[src/rtl/riscv_pkg.sv]
// ============================================================================
// Module      : riscv_pkg
// Description : Shared encodings for the refill arbiter: FSM states,
//               requester IDs and the default refill burst length.
// Revision    : 1.0 - initial release
// ============================================================================
`default_nettype none

package riscv_pkg;

    localparam logic [1:0] C_ST_IDLE   = 2'd0;
    localparam logic [1:0] C_ST_GNT_IC = 2'd1;
    localparam logic [1:0] C_ST_GNT_DC = 2'd2;

    localparam logic REQ_IC = 1'b0;
    localparam logic REQ_DC = 1'b1;

    localparam int C_BURST_LEN_DEF = 4;

    function automatic logic [1:0] grant_state(input logic id);
        return (id == REQ_DC) ? C_ST_GNT_DC : C_ST_GNT_IC;
    endfunction

endpackage

`default_nettype wire

[src/rtl/riscv_arb_pick.sv]
// ============================================================================
// Module      : riscv_arb_pick
// Description : Winner selection between icache and dcache requests.
//               RISCV_REFILL_ARB_RR_EN selects round-robin on collisions,
//               otherwise dcache has fixed priority.
// Revision    : 1.0 - initial release
// ============================================================================
`default_nettype none

module riscv_arb_pick
    import riscv_pkg::*;
(
    input  logic req_ic,
    input  logic req_dc,
    input  logic last_owner,
    output logic winner
);

`ifdef RISCV_REFILL_ARB_RR_EN
    always_comb begin
        winner = REQ_DC;
        if (req_ic && req_dc) begin
            winner = (last_owner == REQ_DC) ? REQ_IC : REQ_DC;
        end else if (req_ic) begin
            winner = REQ_IC;
        end
    end
`else
    logic w_unused_last;
    assign w_unused_last = last_owner;

    always_comb begin
        winner = REQ_DC;
        if (req_ic && !req_dc) begin
            winner = REQ_IC;
        end
    end
`endif

endmodule

`default_nettype wire

[src/rtl/riscv_refill_arbiter.sv]
// ============================================================================
// Module      : riscv_refill_arbiter
// Description : Arbitrates icache refills and dcache bursts onto a single
//               memory port; the grant is held for a whole burst.
//               Optional macro: RISCV_REFILL_ARB_RR_EN (round-robin on ties).
// Revision    : 1.0 - initial release
// ============================================================================
`default_nettype none

module riscv_refill_arbiter
    import riscv_pkg::*;
#(
    parameter int DATA_WIDTH = 32,
    parameter int BURST_LEN  = C_BURST_LEN_DEF
) (
    input  logic                    clk,
    input  logic                    srst_n,
    input  logic                    ic_req,
    input  logic [31:0]             ic_addr,
    output logic                    ic_ack,
    output logic [2*DATA_WIDTH-1:0] ic_rdata,
    input  logic                    dc_req,
    input  logic                    dc_we,
    input  logic [31:0]             dc_addr,
    input  logic [2*DATA_WIDTH-1:0] dc_wdata,
    output logic                    dc_ack,
    output logic [2*DATA_WIDTH-1:0] dc_rdata,
    output logic                    mem_req,
    output logic                    mem_we,
    output logic [31:0]             mem_addr,
    output logic [2*DATA_WIDTH-1:0] mem_wdata,
    input  logic [2*DATA_WIDTH-1:0] mem_rdata,
    input  logic                    mem_ack
);

    localparam int                 C_CNT_W    = $clog2(BURST_LEN) + 1;
    localparam logic [C_CNT_W-1:0] c_cnt_last = C_CNT_W'(BURST_LEN - 1);

    logic [1:0]         r_state;
    logic [1:0]         w_state_nxt;
    logic [C_CNT_W-1:0] r_beat_cnt;
    logic [C_CNT_W-1:0] w_cnt_nxt;
    logic               r_last_owner;
    logic               w_last_nxt;
    logic               w_winner;
    logic               w_owner_req;

    riscv_arb_pick u_pick (
        .req_ic     (ic_req),
        .req_dc     (dc_req),
        .last_owner (r_last_owner),
        .winner     (w_winner)
    );

    assign w_owner_req = (r_state == C_ST_GNT_IC) ? ic_req :
                         (r_state == C_ST_GNT_DC) ? dc_req : 1'b0;

    always_ff @(posedge clk) begin
        if (!srst_n) begin
            r_state      <= C_ST_IDLE;
            r_beat_cnt   <= '0;
            r_last_owner <= REQ_DC;
        end else begin
            r_state      <= w_state_nxt;
            r_beat_cnt   <= w_cnt_nxt;
            r_last_owner <= w_last_nxt;
        end
    end

    always_comb begin
        w_state_nxt = r_state;
        w_cnt_nxt   = r_beat_cnt;
        w_last_nxt  = r_last_owner;
        case (r_state)
            C_ST_IDLE: begin
                if (ic_req || dc_req) begin
                    w_state_nxt = grant_state(w_winner);
                    w_last_nxt  = w_winner;
                end
            end
            C_ST_GNT_IC, C_ST_GNT_DC: begin
                // A dropped request aborts the burst and swallows any coincident ack.
                if (!w_owner_req) begin
                    w_state_nxt = C_ST_IDLE;
                    w_cnt_nxt   = '0;
                end else if (mem_ack) begin
                    if (r_beat_cnt == c_cnt_last) begin
                        w_state_nxt = C_ST_IDLE;
                        w_cnt_nxt   = '0;
                    end else begin
                        w_cnt_nxt = r_beat_cnt + C_CNT_W'(1);
                    end
                end
            end
            default: begin
                w_state_nxt = C_ST_IDLE;
                w_cnt_nxt   = '0;
            end
        endcase
    end

    // Outputs are forced to their idle values while reset is asserted.
    always_comb begin
        mem_req   = 1'b0;
        mem_we    = 1'b0;
        mem_addr  = '0;
        mem_wdata = '0;
        ic_ack    = 1'b0;
        dc_ack    = 1'b0;
        if (srst_n) begin
            case (r_state)
                C_ST_GNT_IC: begin
                    mem_req  = ic_req;
                    mem_addr = ic_addr;
                    ic_ack   = ic_req & mem_ack;
                end
                C_ST_GNT_DC: begin
                    mem_req   = dc_req;
                    mem_we    = dc_we;
                    mem_addr  = dc_addr;
                    mem_wdata = dc_wdata;
                    dc_ack    = dc_req & mem_ack;
                end
                default: begin
                    mem_req = 1'b0;
                end
            endcase
        end
    end

    assign ic_rdata = mem_rdata;
    assign dc_rdata = mem_rdata;

endmodule

`default_nettype wire
[config.mk]
export PLATFORM = sky130hd
export DESIGN_NAME = riscv_refill_arbiter
export DESIGN_NICKNAME = d
export VERILOG_FILES = /design/src/rtl/riscv_pkg.sv /design/src/rtl/riscv_arb_pick.sv /design/src/rtl/riscv_refill_arbiter.sv
export SDC_FILE = /design/constraint.sdc
export NUM_CORES = 1
export LEC_CHECK = 0
export ABC_AREA = 0
export BUFFER_PORTS_ARGS = -buffer_cell sky130_fd_sc_hd__buf_2
export CAP_MARGIN = 25
export CORE_AREA = 4 4 163 165
export DETAILED_ROUTE_END_ITERATION = 16
export DIE_AREA = 0 0 167 169
export GPL_ROUTABILITY_DRIVEN = 0
export PLACE_DENSITY_LB_ADDON = 0.1
export SLEW_MARGIN = 20
export SYNTH_ARGS = -nofsm -noshare
export SYNTH_HDL_FRONTEND = slang
export SYNTH_SLANG_ARGS = --single-unit
[constraint.sdc]
create_clock -name clk -period 2 [get_ports clk]
set_input_delay 0.3 -clock clk [delete_from_list [all_inputs] [get_ports clk]]
set_output_delay 0.3 -clock clk [all_outputs]
set_load 0.05 [all_outputs]
# Word-level counts from Yosys, hierarchy flattened
# Cells that the tools add are included.
# word_totals
register_bits,5
inputBits,198
out_inout_bits,228
mem_count,0
mem_bits_ro,0
ram_bits,0
latch_bits,0
# classes
n_lt_le_gt_ge,0
n_mux,24
reduce_logical,7
mul,0
add_sub_neg,1
div_mod_pow,0
shifts,0
eq_ne,6
n_bitwise,3
# ops
operator,n
two-way mux 64 bit,2
case mux 32 bit (2 select lines),1
two-way mux 32 bit,1
two-way mux 2 bit,5
two-way mux 1 bit,9
two-way mux 3 bit,3
"inequality test 3 bit, second input constant",2
case mux 3 bit (2 select lines),1
case mux 2 bit (2 select lines),1
"adder 3 x 1 -> 3 bit, second input constant",1
"== test 3 x 2 -> 1 bit, second input constant",1
AND reduction 3 bit,1
AND 1 bit,2
"== test 2 x 1 -> 1 bit, second input constant",1
"== test 2 bit, second input constant",1
logical NOT 2 bit,1
"inequality test 2 bit, second input constant",1
case mux 1 bit (2 select lines),1
AND reduction 2 bit,1
OR reduction 2 bit,1
logical AND 1 bit,1
logical NOT 1 bit,1
logical OR 1 bit,1
inverter 1 bit,1

# Logic depth before layout (Yosys ltp)
# Gate-level depths: netlist of run 1.
# logic_depth
ltp_word,5
depth_mapped,7
mapped_depth_nobuf,6

# Hierarchy
# A second synthesis of run 1 with hierarchy kept.
# hier_totals
hier_cells,330
area_unflattened_um2,2243.4
# by_module_without_submodules
mod,instances,area_per_inst_um2,cells_per_inst,seq_area_each_um2
riscv_refill_arbiter,1,2237.1,329,120.1
riscv_arb_pick,1,6.3,1,0.0

# Worst setup path before layout of run 1
# No wires, ideal clock.
# synth_path
path_type,register -> output
start,register r_state[0]
end,output port mem_req
path_stages_with_launch,7
arrival_ns,1.784
n_path_buf,2
path_slack_ns,-0.084
path_cell_list,dfxtp_1 -> inv_1 -> ha_1 -> buf_4 -> clkbuf_1 -> nand2_1 -> a21oi_1
# synth_between
elab_chain_cells,3
word_cells_on_any_way,4
classes_between,eq/ne: 2; mux: 2
# synth_lines
item,line_no,text
"start, declared",riscv_refill_arbiter.sv:39,logic [1:0] r_state;
"start signal, assigned",riscv_refill_arbiter.sv:64,r_state <= w_state_nxt;
== test 2 bit / == test 2 x 1 -> 1 bit (equally long branches),riscv_refill_arbiter.sv:111,case (r_state)
case mux 1 bit (2 select lines) (*),riscv_refill_arbiter.sv:111,
two-way mux 1 bit (*),riscv_refill_arbiter.sv:110,if (srst_n) begin
"end, declared",riscv_refill_arbiter.sv:28,"output logic mem_req,"
# Mark *: on every way between the ends. The rest lies on a longest branch, timed or not.

# Worst setup path in the final report of run 1
# layout_path
start,register r_state[0]
end,output port mem_wdata[52]
# layout_between
elab_chain_cells,3
# layout_lines
item,line_no,text
== test 2 bit,riscv_refill_arbiter.sv:111,
two-way mux 64 bit,riscv_refill_arbiter.sv:111,
two-way mux 64 bit,riscv_refill_arbiter.sv:110,
"end, declared",riscv_refill_arbiter.sv:31,"output logic [2*DATA_WIDTH-1:0] mem_wdata,"
# No other way between the ends.

==> summary.md, run 1 <==
| Metric | Value |
|---|---|
| Total routed wirelength | 9970 um |
| Worst R2R Setup Slack | around 400 ps |
| Worst EP required | between 1500 and 2000 ps |
| Yosys Warn Count | 0 |
| R2R depth | 7 |
| Critical Path AT | 1610 ps |
| Register Area | approximately 100 sq um |
| Post-synth ARST share | 0 |
| Clock sinks | 5 |
| Pin count of the biggest net entering global routing | 62 |
| Post-CTS setup buffers | 0 |
| DR iter-0 viols | 31 |
| Final Instance Area | 3220 sq um |
| Vias in the first global route | around 2.5k |
| Layout cell share with drive strength beyond 1 | 0.619 |
| Filler cells | roughly 2.9k |
| Final min period | approximately 1900 ps |
| Vias per cell | approximately 3.3 |
| Total of max-cap violations | 0 |
| Worst hold start | ic_req |
| Most frequent cells in the layout | buf_2, and3_1, nor2_1 |
| Commonest non-fill, non-tap cell in the layout | buf_2 |
| Drt first pass iters | 4 |
| Worst-path clk slew | roughly 40 ps |
| Reg2reg end | r_beat_cnt[0] |
| Mapped Area | about 2200 sq um |
| Leakage power | between 1.5 and 2 nW |
| Mapped Nets | 528 |
| Overflow after GRT | 0 |
| Utilization after layout | 0.129 |
| DR vias | approximately 2.5k |
| Initial antenna violation count | 2 |
| Hold path cells | 3 |
| Hold buffers post-CTS | 0 |
| Endpoints failing setup | 0 |
| CTS tree | yes |
| Area of the multi-input gates | between 1000 and 1500 sq um |
| Max Slew Vio Count | 0 |
| CP Max Fanout | between 60 and 70 |
| Total CTS buffers | 3 |
| H-tree Lvls | 1 |
| Antenna Cells | 0 |
| Clock Latency Late Sink | 230 ps |
| Row count | a little under 60 |
| Worst setup SP type | flip-flop |
| Worst hold path class | primary input to flip-flop |
| Fmax | 524 MHz |
| Clock buffer depth | 2 |
| Die area | between 20000 and 30000 sq um |
| Endpoint, Worst Hold | r_state[0] |
| Synth unique cells | 26 |
| Hold Slack | roughly 390 ps |
| Area delta synth->final | 45.7% |
| RR Startpoint | r_state[1] |
| Post-Synthesis Cells | about 330 |
| DP Wirelength | roughly 8300 um |
| Post-synth EDFFs | 0 |
| Routed WL per cell | 13.3 um |
| Drt drc | 0 |
| Pwr Total | between 1 and 1.5 mW |
| Total global-route track usage | 0.0633 |
| Yosys reg bits | 5 |
| Power density over the cells | about 400 nW/um^2 |
| Die extent in x | between 150 and 200 um |
| Tightest Pin Transition | between 200 and 300 ps |
| Hold Violations, Final | 0 |
| Setup repair after global routing missed its margin | true |
| Sequential share of the synthesized area | 0.0452 |
| Initial core utilization | 0.0884 |
| Nets | 620 |
| Maximum vdd drop | ~0.00019 V |
| Setup CP Type | flip-flop to output pin |
| CORE AREA | approximately 25000 sq um |
| Crit. End Element | output pin |
| DP Cell Count | approximately 740 |
| CTS root buffer | clkbuf_16 |
| Top_reg_cell synth | dfxtp_1 |
| IO Pins | approximately 430 |
| Headroom to the max-slew limit | 0.825 |
| Die Height | about 170 um |
| Outcome | finished clean |
| Worst Slack Setup Final | 92.2 ps |
| First-pass GRT wire length | ~14000 um |
| Antenna-violating nets left | 0 |
| Synth Area per Inst | between 6 and 7 sq um |
| Post-Place Setup Slack | 130 ps |
| Final std cells w/o fill | between 700 and 800 |
| Layout Skew | approximately 2.2 ps |
| Post-DP Area | between 2000 and 3000 sq um |
| Fin Setup TNS | 0 ps |
| PortBufs | 233 |
| Fin crit share | 0.954 |
-- kinds of logic after synthesis --
group,count (synthesis),share of synthesized area
buf+inv,158,0.496
simple gates,116,0.291
compound gates,43,0.146
flops,5,0.0452
fa+ha+maj,4,0.0226
-- power breakdown --
group | switching, mW | internal, mW | total (mW)
Sequential | 0.00247 | 0.105 | 0.107
Combinational | 0.527 | 0.302 | 0.829
Clock | 0.0680 | 0.264 | 0.332
-- critical path, cell delays in order, from the launching register on --
cell     delay, ps
dfxtp_1        300
inv_1          110
ha_2           250
buf_12         230
and3_1         190
buf_2          260
-- cell type report --
cell class / instances / area share
Clock buffer: 4 / 0.0244
Inverter: 4 / 0.00466
Multi-Input combinational cell: 163 / 0.328
Sequential cell: 5 / 0.0310
Tap cell: 330 / 0.128
Timing Repair Buffer: 241 / 0.484
-- worst max-delay path by stage --
stage / startpoint / to / slack [ps] / cells past startpoint
floorplan: r_state[0] / mem_addr[10] / -40 / 5
global placement: r_state[1] / mem_addr[27] / 170 / 6
detailed placement: r_state[1] / mem_addr[29] / 130 / 6
CTS: r_state[1] / mem_addr[26] / -9 / 6
global route: r_state[0] / mem_addr[16] / -50 / 6
finish: r_state[0] / mem_wdata[52] / 90 / 5
-- synth_stat cells, types with 2 or more instances --
cell type	number	share of area
nand2_1	5	0.0085
clkbuf_1	16	0.027
and3_1	65	0.18
dfxtp_1	5	0.045
buf_4	130	0.44
nand3_1	3	0.0068
ha_1	4	0.023
inv_1	4	0.0068
a22o_1	2	0.0079
buf_2	6	0.014
nor3_1	2	0.0045
a21oi_1	4	0.0090
nor2_1	36	0.061
a22oi_1	32	0.11
-- per-layer routing --
layer,GRT usage,wire (um),vias up
met5,0,20,-
met4,0.0509,772,4
met3,0.0206,1230,65
met2,0.119,5100,180
met1,0.0550,2850,1054
li1,-,-,1160
-- flip-flops by register name, summed over array words and instances, names as in the netlist --
register,flops
r_state,2
r_beat_cnt,3
-- repair_timing --
action                                  in CTS  in global routing
endpoints found under the setup margin      35                 34
endpoints found under the hold margin        0                  0
resized for setup                           33                 49
Power figures use the tool's default switching activity.
==> run 2, diff against run 1 <==
- CORE_AREA: 4 4 163 165 -> 4 4 164 166
- DIE_AREA: 0 0 167 169 -> 0 0 168 170
==> summary.md, run 2 (synthesized netlist as in run 1, its figures left out) <==
| Metric | Value |
|---|---|
| Vias per cell | roughly 3.3 |
| DR iter-0 viols | 54 |
| Fin crit share | 0.966 |
| CTS root buffer | clkbuf_16 |
| Most frequent cells in the layout | buf_2, and3_1, nor2_1 |
| Max Slew Vio Count | 0 |
| Combinational cell fraction of total power | 0.657 |
| Initial antenna violation count | 1 |
| Clock buffer depth | 2 |
| Final Instance Area | about 3100 sq um |
| Pwr Total | around 1.3 mW |
| Power density over the cells | 409 nW/um^2 |
| Slowest stage delay, CP | between 300 and 400 ps |
| Total of max-cap violations | 0 |
| Register Area | about 100 sq um |
| Maximum vdd drop | approximately 0.00027 V |
| Die Height | about 170 um |
| Psw | around 0.60 mW |
| Endpoints failing setup | 0 |
| Die area | 28600 sq um |
| Critical-path top delay cell | dfxtp_2 |
| H-tree Lvls | 1 |
| Clock Latency Late Sink | approximately 230 ps |
| Routed WL per cell | 13.1 um |
| Worst hold path class | primary input to flip-flop |
| Die extent in x | roughly 170 um |
| Layout Skew | between 0.7 and 0.8 ps |
| Crit-path cells | inv_1 > ha_4 > nand2_1 > buf_12 > nor2_1 > clkbuf_4 |
| Hold Slack | approximately 380 ps |
| Largest register FFs | 3 |
| Tightest Pin Transition | 268 ps |
| DR vias | 2517 |
| Area of the multi-input gates | 1060 sq um |
| Antenna Cells | 0 |
| Final min period | about 1900 ps |
| Worst EP required | 1700 ps |
| IO Pins | about 430 |
| Worst setup SP type | flip-flop |
| DP Wirelength | 7790 um |
| Regs by FF count | r_beat_cnt: 3 flops, r_state: 2 flops |
| Worst-path clk slew | about 30 ps |
| Total routed wirelength | between 9000 and 10000 um |
| Hold buffers post-CTS | 0 |
| Sw frac | 0.470 |
| Fmax | 517 MHz |
| Register share of total power | 0.086 |
| Overflow after GRT | 0 |
| Setup CP Type | flip-flop to output pin |
| Critical path's top delay family | buffers and inverters |
| Row count | 59 |
| Commonest non-fill, non-tap cell in the layout | buf_2 |
| Drt first pass iters | 4 |
| Drt drc | 0 |
| Reg with most FFs | r_beat_cnt |
| Headroom to the max-slew limit | 0.823 |
| Filler cells | between 2k and 3k |
| First-pass GRT wire length | 13500 um |
| CORE AREA | between 20000 and 30000 sq um |
| CTS tree | yes |
| DP Cell Count | between 700 and 800 |
| Buffers and inverters on the worst path | 3 |
| Post-DP Area | roughly 2800 sq um |
| Total global-route track usage | 0.0583 |
| Total CTS buffers | 3 |
| CP Max Fanout | 28 |
| Nets | slightly above 600 |
| Hold Violations, Final | 0 |
| Post-CTS setup buffers | 0 |
| Initial core utilization | 0.0864 |
| Leakage power | between 1.5 and 2 nW |
| Critical Path AT | ~1600 ps |
| Clock power share | 0.257 |
| Area delta synth->final | 41.2% |
| PortBufs | about 230 |
| Final std cells w/o fill | ~750 |
| Vias in the first global route | between 2k and 3k |
| Pin count of the biggest net entering global routing | between 50 and 60 |
| Layout cell share with drive strength beyond 1 | 0.621 |
| Cell-internal power | 0.678 mW |
| Crit. End Element | output pin |
| Outcome | finished clean |
| Antenna-violating nets left | 0 |
| Clock sinks | 5 |
run 2: metal layers:
metal,wire length (um),GRT usage,vias to the layer above
li1,-,-,1168
met1,2990,0.0478,1093
met2,5220,0.116,199
met3,1250,0.0256,55
met4,422,0.0307,2
met5,13,0,-
run 2: path summary, 6_finish.rpt:
path	start	endpoint	slack [ps]	cells after the start
worst min register to register	r_beat_cnt[2]	r_beat_cnt[2]	480	1
worst max-delay path	r_state[0]	mem_addr[6]	70	6
worst max register to register	r_state[1]	r_beat_cnt[0]	350	7
worst min-delay path	ic_req	r_state[0]	380	3
run 2: area by class of cell:
class	instances	share of cell area
tap	335	0.134
inverter	4	0.00480
sequential	5	0.0328
multi-input combinational	163	0.338
timing repair buffer	243	0.465
clock buffer	4	0.0252
run 2: stage by stage:
step / utilization / TNS [ps] / setup WS (ps)
after floorplan: - / -1100 / -36.8
after global placement: 0.111 / 0 / 195
after detailed placement: 0.111 / 0 / 149
after CTS: 0.116 / 0 / 7.85
after global routing: 0.122 / -16.8 / -16.2
final: 0.122 / 0 / 67.5
run 2: power by group through the flow:
stage	clock network (mW)	logic, mW	registers, mW
5_1_grt	0.343	0.906	0.111
3_5_place_dp	0	0.780	0.110
6_report	0.328	0.840	0.110
4_1_cts	0.334	0.795	0.108
2_1_floorplan	0	1.18	0.109
3_3_place_gp	0	0.778	0.110
run 2: worst min-delay path, delay by kind of cell:
kind / cells / cell delay (ps)
buf+inv: 1 / 120
simple gates: 2 / 140
run 2: what timing repair did:
item                                    in CTS  in global routing
hold endpoints to repair                     0                  0
pin swaps                                    0                  1
resized for setup                           14                 48
gates cloned                                 0                  2
endpoints found under the setup margin      33                 67
==> run 3, diff against run 2 <==
- CELL_PAD_IN_SITES_DETAIL_PLACEMENT: unset -> 0
- CELL_PAD_IN_SITES_GLOBAL_PLACEMENT: unset -> 1
- CORE_AREA: 4 4 164 166 -> 4 4 165 167
- DIE_AREA: 0 0 168 170 -> 0 0 169 171
==> summary.md, run 3 (synthesized netlist as in run 1, its figures left out) <==
| Metric | Value |
|---|---|
| Worst R2R Setup Slack | 360 ps |
| Initial antenna violation count | 0 |
| Total global-route track usage | 0.0634 |
| CTS root buffer | clkbuf_16 |
| Setup repair after global routing missed its margin | true |
| Pwr Total | 1.30 mW |
| Critical-path top delay cell | dfxtp_2 |
| Crit. End Element | output pin |
| Outcome | finished clean |
| Final Instance Area | about 3200 sq um |
| DR vias | around 2.5k |
| Crit. path cell count | 6 |
| CP Max Fanout | 28 |
| Clock Latency Late Sink | approximately 230 ps |
| Critical path's top delay family | buffers and inverters |
| Vias in the first global route | about 2.6k |
| Largest register FFs | 3 |
| Maximum vdd drop | about 0.00022 V |
| Post-CTS setup buffers | 0 |
| Hold Violations, Final | 0 |
| Die area | ~29000 sq um |
| Endpoints failing setup | 0 |
| Most frequent cells in the layout | buf_2, and3_1, nor2_1 |
| IO Pins | approximately 430 |
| R2R depth | 7 |
| Fmax | around 520 MHz |
| Fin crit share | 0.961 |
| Overflow after GRT | 0 |
| Total routed wirelength | between 10000 and 15000 um |
| Regs by FF count | r_beat_cnt: 3 flops, r_state: 2 flops |
| DR iter-0 viols | 58 |
| Critical Path AT | 1620 ps |
| Total CTS buffers | 3 |
| Final min period | approximately 1900 ps |
| Row count | 59 |
| Layout cell share with drive strength beyond 1 | 0.620 |
| Clock sinks | 5 |
| First-pass GRT wire length | approximately 14000 um |
| Leakage power | 1.83 nW |
| Crit-path cells | inv_1 > ha_1 > buf_12 > a22oi_1 > nor2_1 > buf_4 |
| Worst-path clk slew | 30 ps |
| Reg with most FFs | r_beat_cnt |
| Worst hold path class | primary input to flip-flop |
| PortBufs | 233 |
| Power density over the cells | around 410 nW/um^2 |
| Post-DP Area | ~3000 sq um |
| Buffers and inverters on the worst path | 3 |
| Die Height | between 150 and 200 um |
| Vias per cell | approximately 3.3 |
| Worst setup SP type | flip-flop |
| Area delta synth->final | 44.8% |
| Max Slew Vio Count | 0 |
| Clock buffer depth | 2 |
| CORE AREA | 25800 sq um |
| Hold path cells | 3 |
| Headroom to the max-slew limit | 0.797 |
| Initial core utilization | 0.0859 |
| Tightest Pin Transition | 304 ps |
| Drt drc | 0 |
| Drt first pass iters | 4 |
| DP Wirelength | 8560 um |
| Hold buffers post-CTS | 0 |
| H-tree Lvls | 1 |
| Fin Setup TNS | 0 ps |
| Layout Skew | roughly 1.1 ps |
| Die extent in x | 169 um |
| Total of max-cap violations | 0 |
| Pin count of the biggest net entering global routing | 55 |
| Antenna-violating nets left | 0 |
| Antenna Cells | 0 |
| CTS tree | yes |
| Commonest non-fill, non-tap cell in the layout | buf_2 |
| Nets | 621 |
| Worst EP required | approximately 1700 ps |
| Setup CP Type | flip-flop to output pin |
| Slowest stage delay, CP | approximately 350 ps |
| Routed WL per cell | around 14 um |
==> run 3: cell count changes in the layout (fill, tap and decap cells not counted), sizes merged <==
cell	previous run	this run
buf	234	237
clkbuf	13	9
==> run 3: worst paths after layout <==
| path | from | endpoint |
|---|---|---|
| worst max register to register | r_state[1] | r_state[0] |
| worst max-delay path | r_state[1] | mem_addr[12] |
| worst min register to register | r_beat_cnt[2] | r_beat_cnt[2] |
| worst min-delay path | ic_req | r_state[0] |
==> run 3: final cells by class <==
type                    instances  area (sq um)
repair buffers                242          1530
fillers                      3012         22600
multi-input cells             163          1060
flip-flops and latches          5           101
clock buffers                   4          78.8
inverters                       4          15.0
well taps                     335           419
==> run 3: where the power goes <==
group / switching (mW) / leakage (nW) / internal (mW)
sequential: 0.00507 / 0.0409 / 0.105
clock: 0.0716 / 0.0382 / 0.265
combinational: 0.542 / 1.75 / 0.316
total: 0.618 / 1.83 / 0.686
==> run 3: worst reg2reg max path: stages, from the launching register on <==
cell and delay (ps):
dfxtp_2 330, inv_1 130, ha_1 250, buf_4 180, nand3_1 160, a21oi_2 220
a21oi_1 90, nor3_1 200
==> run 3: timing repair <==
item	in CTS	in global routing
resized for setup	22	40
cloned	0	2
endpoints found under the setup margin	32	69
==> run 3: through the flow <==
stage / utilization / std cells / setup WS [ps] / hold WS, ps
floorplan: - / 326 / -36.8 / 446
global placement: 0.113 / 747 / 163 / 464
detailed placement: 0.113 / 747 / 174 / 465
CTS: 0.119 / 751 / 4.80 / 391
global route: 0.124 / 753 / -20.1 / 401
finish: 0.124 / 753 / 78.0 / 388
==> run 3: per-layer routing <==
layer	track usage	part of all wire
met2	0.126	0.53
met1	0.0496	0.29
met5	0	0
met4	0.0420	0.052
met3	0.0259	0.13
